$ cat src/rtl/regfile_access_seq_pkg.sv
// Shared definitions for the register-file access sequencer: per-cycle op
// encoding and default width constants.
package regfile_access_seq_pkg;

  localparam int unsigned DATA_WIDTH_DEF   = 32;
  localparam int unsigned ADDR_WIDTH_DEF   = 5;
  localparam int unsigned STARVE_LIMIT_DEF = 4;

  typedef enum logic [1:0] {
    ST_IDLE  = 2'd0,
    ST_READ  = 2'd1,
    ST_WRITE = 2'd2,
    ST_INIT  = 2'd3
  } op_e;

endpackage

$ cat src/rtl/regfile_wbuf.sv
// One-entry write buffer with per-port read-forwarding compare.
module regfile_wbuf #(
  parameter int unsigned DATA_WIDTH = 32,
  parameter int unsigned ADDR_WIDTH = 5
) (
  input  logic                  clk,
  input  logic                  rst,
  input  logic                  load,
  input  logic                  drain,
  input  logic [ADDR_WIDTH-1:0] load_addr,
  input  logic [DATA_WIDTH-1:0] load_data,
  input  logic [ADDR_WIDTH-1:0] rd_addr1,
  input  logic [ADDR_WIDTH-1:0] rd_addr2,
  input  logic [DATA_WIDTH-1:0] rf_data1,
  input  logic [DATA_WIDTH-1:0] rf_data2,
  output logic                  valid,
  output logic [ADDR_WIDTH-1:0] addr,
  output logic [DATA_WIDTH-1:0] data,
  output logic [DATA_WIDTH-1:0] fwd_data1_c,
  output logic [DATA_WIDTH-1:0] fwd_data2_c
);

  // A load in the draining cycle refills the entry with no bubble.
  always_ff @(posedge clk) begin
    if (rst) begin
      valid <= 1'b0;
      addr  <= '0;
      data  <= '0;
    end else if (load) begin
      valid <= 1'b1;
      addr  <= load_addr;
      data  <= load_data;
    end else if (drain) begin
      valid <= 1'b0;
    end
  end

  always_comb begin
    fwd_data1_c = (valid && (rd_addr1 == addr)) ? data : rf_data1;
    fwd_data2_c = (valid && (rd_addr2 == addr)) ? data : rf_data2;
  end

endmodule

$ cat src/rtl/regfile_access_seq.sv
// Register-file access sequencer: arbitrates unbuffered reads against a
// buffered write, with starvation bound, forwarding and post-reset clear.
module regfile_access_seq
  import regfile_access_seq_pkg::*;
#(
  parameter int unsigned DATA_WIDTH   = DATA_WIDTH_DEF,
  parameter int unsigned ADDR_WIDTH   = ADDR_WIDTH_DEF,
  parameter int unsigned STARVE_LIMIT = STARVE_LIMIT_DEF,
  parameter int unsigned INIT_CLEAR   = 1
) (
  input  logic                  CLK,
  input  logic                  RST,
  input  logic                  RD_VALID,
  output logic                  RD_READY,
  input  logic [ADDR_WIDTH-1:0] RD_ADDR1,
  input  logic [ADDR_WIDTH-1:0] RD_ADDR2,
  output logic                  RSP_VALID,
  output logic [DATA_WIDTH-1:0] RSP_DATA1,
  output logic [DATA_WIDTH-1:0] RSP_DATA2,
  input  logic                  WR_VALID,
  output logic                  WR_READY,
  input  logic [ADDR_WIDTH-1:0] WR_ADDR,
  input  logic [DATA_WIDTH-1:0] WR_DATA,
  output logic [ADDR_WIDTH-1:0] RF_ADDR_R1,
  output logic [ADDR_WIDTH-1:0] RF_ADDR_R2,
  output logic [ADDR_WIDTH-1:0] RF_ADDR_W,
  output logic [DATA_WIDTH-1:0] RF_DATA_W,
  output logic                  RF_READ,
  output logic                  RF_WRITE,
  input  logic [DATA_WIDTH-1:0] RF_DATA_R1,
  input  logic [DATA_WIDTH-1:0] RF_DATA_R2
);

  localparam int unsigned CNT_W = $clog2(STARVE_LIMIT + 1);
  localparam logic [ADDR_WIDTH-1:0] LAST_ADDR = '1;

  op_e                   state_q, state_d, op_c;
  logic [CNT_W-1:0]      starve_q;
  logic [ADDR_WIDTH-1:0] init_addr_q;
  logic [ADDR_WIDTH-1:0] addr_r1_q, addr_r2_q, addr_w_q;
  logic [DATA_WIDTH-1:0] data_w_q;
  logic                  rsp_valid_q;
  logic [DATA_WIDTH-1:0] rsp_data1_q, rsp_data2_q;

  logic                  wb_valid, wb_load, drain_c, starved_c;
  logic [ADDR_WIDTH-1:0] wb_addr;
  logic [DATA_WIDTH-1:0] wb_data, fwd1_c, fwd2_c;

  assign starved_c = (starve_q >= CNT_W'(STARVE_LIMIT));
  assign wb_load   = WR_VALID && WR_READY;

  regfile_wbuf #(
    .DATA_WIDTH(DATA_WIDTH),
    .ADDR_WIDTH(ADDR_WIDTH)
  ) u_wbuf (
    .clk        (CLK),
    .rst        (RST),
    .load       (wb_load),
    .drain      (drain_c),
    .load_addr  (WR_ADDR),
    .load_data  (WR_DATA),
    .rd_addr1   (RD_ADDR1),
    .rd_addr2   (RD_ADDR2),
    .rf_data1   (RF_DATA_R1),
    .rf_data2   (RF_DATA_R2),
    .valid      (wb_valid),
    .addr       (wb_addr),
    .data       (wb_data),
    .fwd_data1_c(fwd1_c),
    .fwd_data2_c(fwd2_c)
  );

  // Per-cycle op selection; nothing is issued while reset is held.
  always_comb begin
    op_c     = ST_IDLE;
    state_d  = state_q;
    RD_READY = 1'b0;
    WR_READY = 1'b0;
    if (!RST) begin
      if (state_q == ST_INIT) begin
        op_c = ST_INIT;
        if (init_addr_q == LAST_ADDR) state_d = ST_IDLE;
      end else begin
        if (RD_VALID && !starved_c) op_c = ST_READ;
        else if (wb_valid)          op_c = ST_WRITE;
        state_d  = op_c;
        RD_READY = !starved_c;
        WR_READY = !wb_valid || (op_c == ST_WRITE);
      end
    end
  end

  assign drain_c = (op_c == ST_WRITE);

  // Register-file port drive; idle cycles replay the held values.
  always_comb begin
    RF_READ    = (op_c == ST_READ);
    RF_WRITE   = (op_c == ST_WRITE) || (op_c == ST_INIT);
    RF_ADDR_R1 = addr_r1_q;
    RF_ADDR_R2 = addr_r2_q;
    RF_ADDR_W  = addr_w_q;
    RF_DATA_W  = data_w_q;
    if (op_c == ST_READ) begin
      RF_ADDR_R1 = RD_ADDR1;
      RF_ADDR_R2 = RD_ADDR2;
    end
    if (op_c == ST_INIT) begin
      RF_ADDR_W = init_addr_q;
      RF_DATA_W = '0;
    end else if (op_c == ST_WRITE) begin
      RF_ADDR_W = wb_addr;
      RF_DATA_W = wb_data;
    end
  end

  always_ff @(posedge CLK) begin
    if (RST) begin
      state_q     <= (INIT_CLEAR != 0) ? ST_INIT : ST_IDLE;
      starve_q    <= '0;
      init_addr_q <= '0;
      addr_r1_q   <= '0;
      addr_r2_q   <= '0;
      addr_w_q    <= '0;
      data_w_q    <= '0;
      rsp_valid_q <= 1'b0;
      rsp_data1_q <= '0;
      rsp_data2_q <= '0;
    end else begin
      state_q     <= state_d;
      addr_r1_q   <= RF_ADDR_R1;
      addr_r2_q   <= RF_ADDR_R2;
      addr_w_q    <= RF_ADDR_W;
      data_w_q    <= RF_DATA_W;
      rsp_valid_q <= (op_c == ST_READ);
      if (op_c == ST_INIT) init_addr_q <= init_addr_q + ADDR_WIDTH'(1);
      if (!wb_valid || drain_c)                starve_q <= '0;
      else if (op_c == ST_READ && !starved_c)  starve_q <= starve_q + CNT_W'(1);
      if (op_c == ST_READ) begin
        rsp_data1_q <= fwd1_c;
        rsp_data2_q <= fwd2_c;
      end
    end
  end

  assign RSP_VALID = rsp_valid_q;
  assign RSP_DATA1 = rsp_data1_q;
  assign RSP_DATA2 = rsp_data2_q;

endmodule

$ cat config.mk
export PLATFORM = sky130hd
export DESIGN_NAME = regfile_access_seq
export DESIGN_NICKNAME = d
export VERILOG_FILES = /design/src/rtl/regfile_access_seq_pkg.sv /design/src/rtl/regfile_wbuf.sv /design/src/rtl/regfile_access_seq.sv
export SDC_FILE = /design/constraint.sdc
export NUM_CORES = 1
export LEC_CHECK = 0
export ABC_CLOCK_PERIOD_IN_PS = 4200
export CORE_MARGIN = 2
export CORE_UTILIZATION = 35
export DETAILED_ROUTE_END_ITERATION = 8
export PLACE_DENSITY = 0.71
export SETUP_SLACK_MARGIN = 0.05
export SLEW_MARGIN = 10
export SYNTH_ARGS = -nofsm -noshare
export SYNTH_HDL_FRONTEND = slang
export SYNTH_SLANG_ARGS = --single-unit
$ cat constraint.sdc
create_clock -name CLK -period 4.2 [get_ports CLK]
set_clock_uncertainty 0.05 [all_clocks]
set_input_delay 0.84 -clock CLK [delete_from_list [all_inputs] [get_ports CLK]]
set_output_delay 0.84 -clock CLK [all_outputs]
set_load 0.02 [all_outputs]
==> summary.md <==
| Metric | Value |
|---|---|
| Status | `completed` |
| Fin Setup TNS | `0 ns` |
| Share of layout cells above drive strength 1 | `9.22%` |
| Mapped Nets | `859` |
| Worst setup SP type | `input port` |
| Clk slew on worst S/H paths | `0.07 ns` |
| CP max stage delay | `0.67 ns` |
| Yosys reg bits | `160` |
| Logic pwr share | `14.5%` |
| Post-Place Worst Slack | `0.469 ns` |
| Clock power share | `41.7%` |
| Routed wire length per instance | `17.9 um` |
| Fin. Hold Viols | `0` |
| First-pass GRT wire length | `33.5 mm` |
| Slew HR | `38.4%` |
| Nets@finish | `1,061` |
| Row cnt | `51` |
| WP depth | `6` |
| Root buffer cell | `clkbuf_16` |
| Drt pass-1 iters | `4` |
| Worst-margin pin slew | `0.923 ns` |
| Psw | `983 uW` |
| GRT Overall Usage | `21.3%` |
| Final instance area | `9780 sq um` |
| Antenna violations before repair | `1` |
| Number of clock sinks | `160` |
| Remaining DRCs | `0` |
| Max VDD drop | `275 uV` |
| Die Y | `144 um` |
| Total of warnings raised by yosys | `0` |
| Longest Clk Path Bufs | `2` |
| Fmax | `265 MHz` |
| DRT Wirelength | `21.9 mm` |
| Worst skew pair latency | `0.42 ns` |
| Post-route ant nets | `0` |
| Worst Path Arrival | `2.89 ns` |
| Multi-input logic area | `3230 sq um` |
| Post-CTS setup buffer count | `0` |
| Largest fanout on the critical path | `21` |
| FFs w/ async S/R, synth | `0%` |
| Area delta synth->final | `43.4%` |
| Maximum level of the CTS H-tree | `4` |
| Setup ws final | `0.423 ns` |
| Worst hold stages | `2` |
| Final HPWL DP | `14.8 mm` |
| Chip width | `144 um` |
| P_int | `2.73 mW` |
| Routability Congestion | `0.816` |
| Buffers on Ports | `230` |
| Core area | `19,300 sq um` |
| Critical Path End Type | `output port` |
| CP Class | `input port to output port` |
| Mapped Cells | `740` |
| Vias/cell | `5.02` |
| CTS buffer count | `17` |
| Final slew viol count | `0` |
| RSZ-0062 raised after global routing | `no` |
| Initial DRC Count | `371` |
| Fin crit share | `89.9%` |
| HP Class | `register to register` |
| Placed instance area | `9200 sq um` |
| TritonCTS clock tree | `done` |
| Ys flop type | `dfxtp_1` |
| Power share of the sequential group | `43.8%` |
| Vias in the first global route | `6,090` |
| Post-synth cell types | `41` |
| PwrDens | `380 nW/um^2` |
| Sequential-to-total area share from yosys stat | `47.0%` |
| Min cycle time layout | `3.78 ns` |
| Post-synth EDFFs | `0` |
| Starting Density | `35.4%` |
| Leakage | `3.86 nW` |
| Reg2Reg Depth | `5` |
| Resize count post-CTS | `0` |
| Full die area | `20,600 sq um` |
| Filler instances | `1,810` |
| Switching Fraction | `26.4%` |
| Buffers & Inverters on Critical Path | `3` |
| Slowest stage cell, crit path | `clkdlybuf4s50_1` |
| Top-Level Pins | `231` |
| Largest net degree at the start of global routing | `66` |
| CP required | `3.31 ns` |
| Crit-path cells | `buf_2 -> buf_4 -> nand2b_1 -> o31ai_1 -> a31oi_1 -> clkdlybuf4s50_1` |
| Hold_buf cts | `0` |
| CP delay by family, top | `buffers and inverters` |
| Total global routing overflow | `0` |
| Mapped Area | `6820 sq um` |
| Setup violations, final | `0` |
| Mean Syn Cell Area | `9.21 sq um` |
| Seq. cell area | `3200 sq um` |
| DR vias | `6,130` |
| Max Cap Violations | `0` |
final timing paths:
path | startpoint | end | slack (ns)
hold reg to reg | RSP_DATA1[3]$_SDFFE_PP0P_ | RSP_DATA1[3]$_SDFFE_PP0P_ | 0.41
hold / removal | RSP_DATA1[3]$_SDFFE_PP0P_ | RSP_DATA1[3]$_SDFFE_PP0P_ | 0.41
setup / recovery | RST | RF_ADDR_W[3] | 0.42
setup reg to reg | state_q[0]$_SDFFE_PP1P_ | RSP_DATA1[20]$_SDFFE_PP0P_ | 1.99
cell usage in the layout, fill, tap and decap left out, drive strengths merged, types with 4 or more instances in the layout:
cell,netlist,layout
a21oi,45,45
mux2,10,10
buf,39,17
and2,35,35
ha,4,4
nor2b,16,16
xor2,11,11
nand2,145,145
clkdlybuf4s50,0,229
inv,2,5
dfxtp,160,160
o211ai,32,32
nor2,84,84
clkbuf,24,20
nand4,38,38
mux2i,32,32
o31ai,5,5
a221o,32,32
clkinv,0,5
a31oi,5,5
synth_stat cells, types with 5 or more instances:
| master | instances | area share [%] |
|---|---|---|
| mux2i_1 | 32 | 4.7 |
| nand2_1 | 145 | 8.0 |
| buf_6 | 11 | 1.8 |
| a221o_1 | 32 | 4.7 |
| dfxtp_1 | 160 | 47 |
| o211ai_2 | 30 | 5.5 |
| nor2b_1 | 16 | 1.5 |
| and2_1 | 34 | 3.1 |
| a31oi_1 | 5 | 0.46 |
| o31ai_1 | 5 | 0.55 |
| nor2_1 | 83 | 4.6 |
| buf_2 | 22 | 1.6 |
| nand4_1 | 38 | 3.5 |
| xor2_1 | 11 | 1.4 |
| mux2_1 | 9 | 1.5 |
| clkbuf_1 | 24 | 1.3 |
| a21oi_1 | 44 | 3.2 |
power groups by stage:
stage | logic [mW] | clock network, mW | registers (mW)
2_1_floorplan | 0.226 | 0 | 1.69
3_3_place_gp | 0.539 | 0 | 1.66
3_5_place_dp | 0.541 | 0 | 1.66
4_1_cts | 0.544 | 1.57 | 1.63
5_1_grt | 0.578 | 1.64 | 1.63
6_report | 0.539 | 1.55 | 1.63
routing by layer:
layer	up-vias	wire (um)	track usage, %
li1	2962	-	-
met3	39	1460	5.43
met4	0	648	8.41
met1	2927	9810	27.5
met2	202	9950	34.2
met5	-	0	0
final cells by class:
cell class	instances	share of cell area (%)
antenna	1	0.0256
clock buffer	20	4.57
clock inverter	11	1.33
inverter	2	0.0768
multi-input combinational	515	33.0
sequential	160	32.8
tap	265	3.39
timing repair buffer	246	24.8
kinds of logic after synthesis:
logic type	after synthesis	share of synthesized area (%)
flops	160	47.0
mux	42	6.35
simple gates	331	22.5
fa+ha+maj	4	0.734
xor+xnor	13	1.67
buf+inv	65	6.08
compound gates	125	15.7
stage by stage:
stage          instances  hold slack [ns]  power [mW]  utilization (%)
2_1_floorplan        740            0.404        1.92                -
3_3_place_gp        1188            0.392        2.20             47.7
3_5_place_dp        1188            0.396        2.20             47.7
4_1_cts             1219            0.417        3.74             50.7
5_1_grt             1220            0.441        3.86             50.7
6_report            1220            0.414        3.72             50.7
flip-flops by register name (all words and copies together) (netlist names), 32 cells and up:
register     flops
RSP_DATA1       32
RSP_DATA2       32
data_w_q        32
u_wbuf.data     32
worst reg2reg max path: cells and delay by family (launching register included):
family                 cells  cell delay, ns
buffers and inverters      1            0.63
AOI/OAI and AO/OA          2            0.48
DFF                        1            0.36
and+or+nand+nor            2            0.62
No activity file was read; power rests on OpenSTA's default activity.
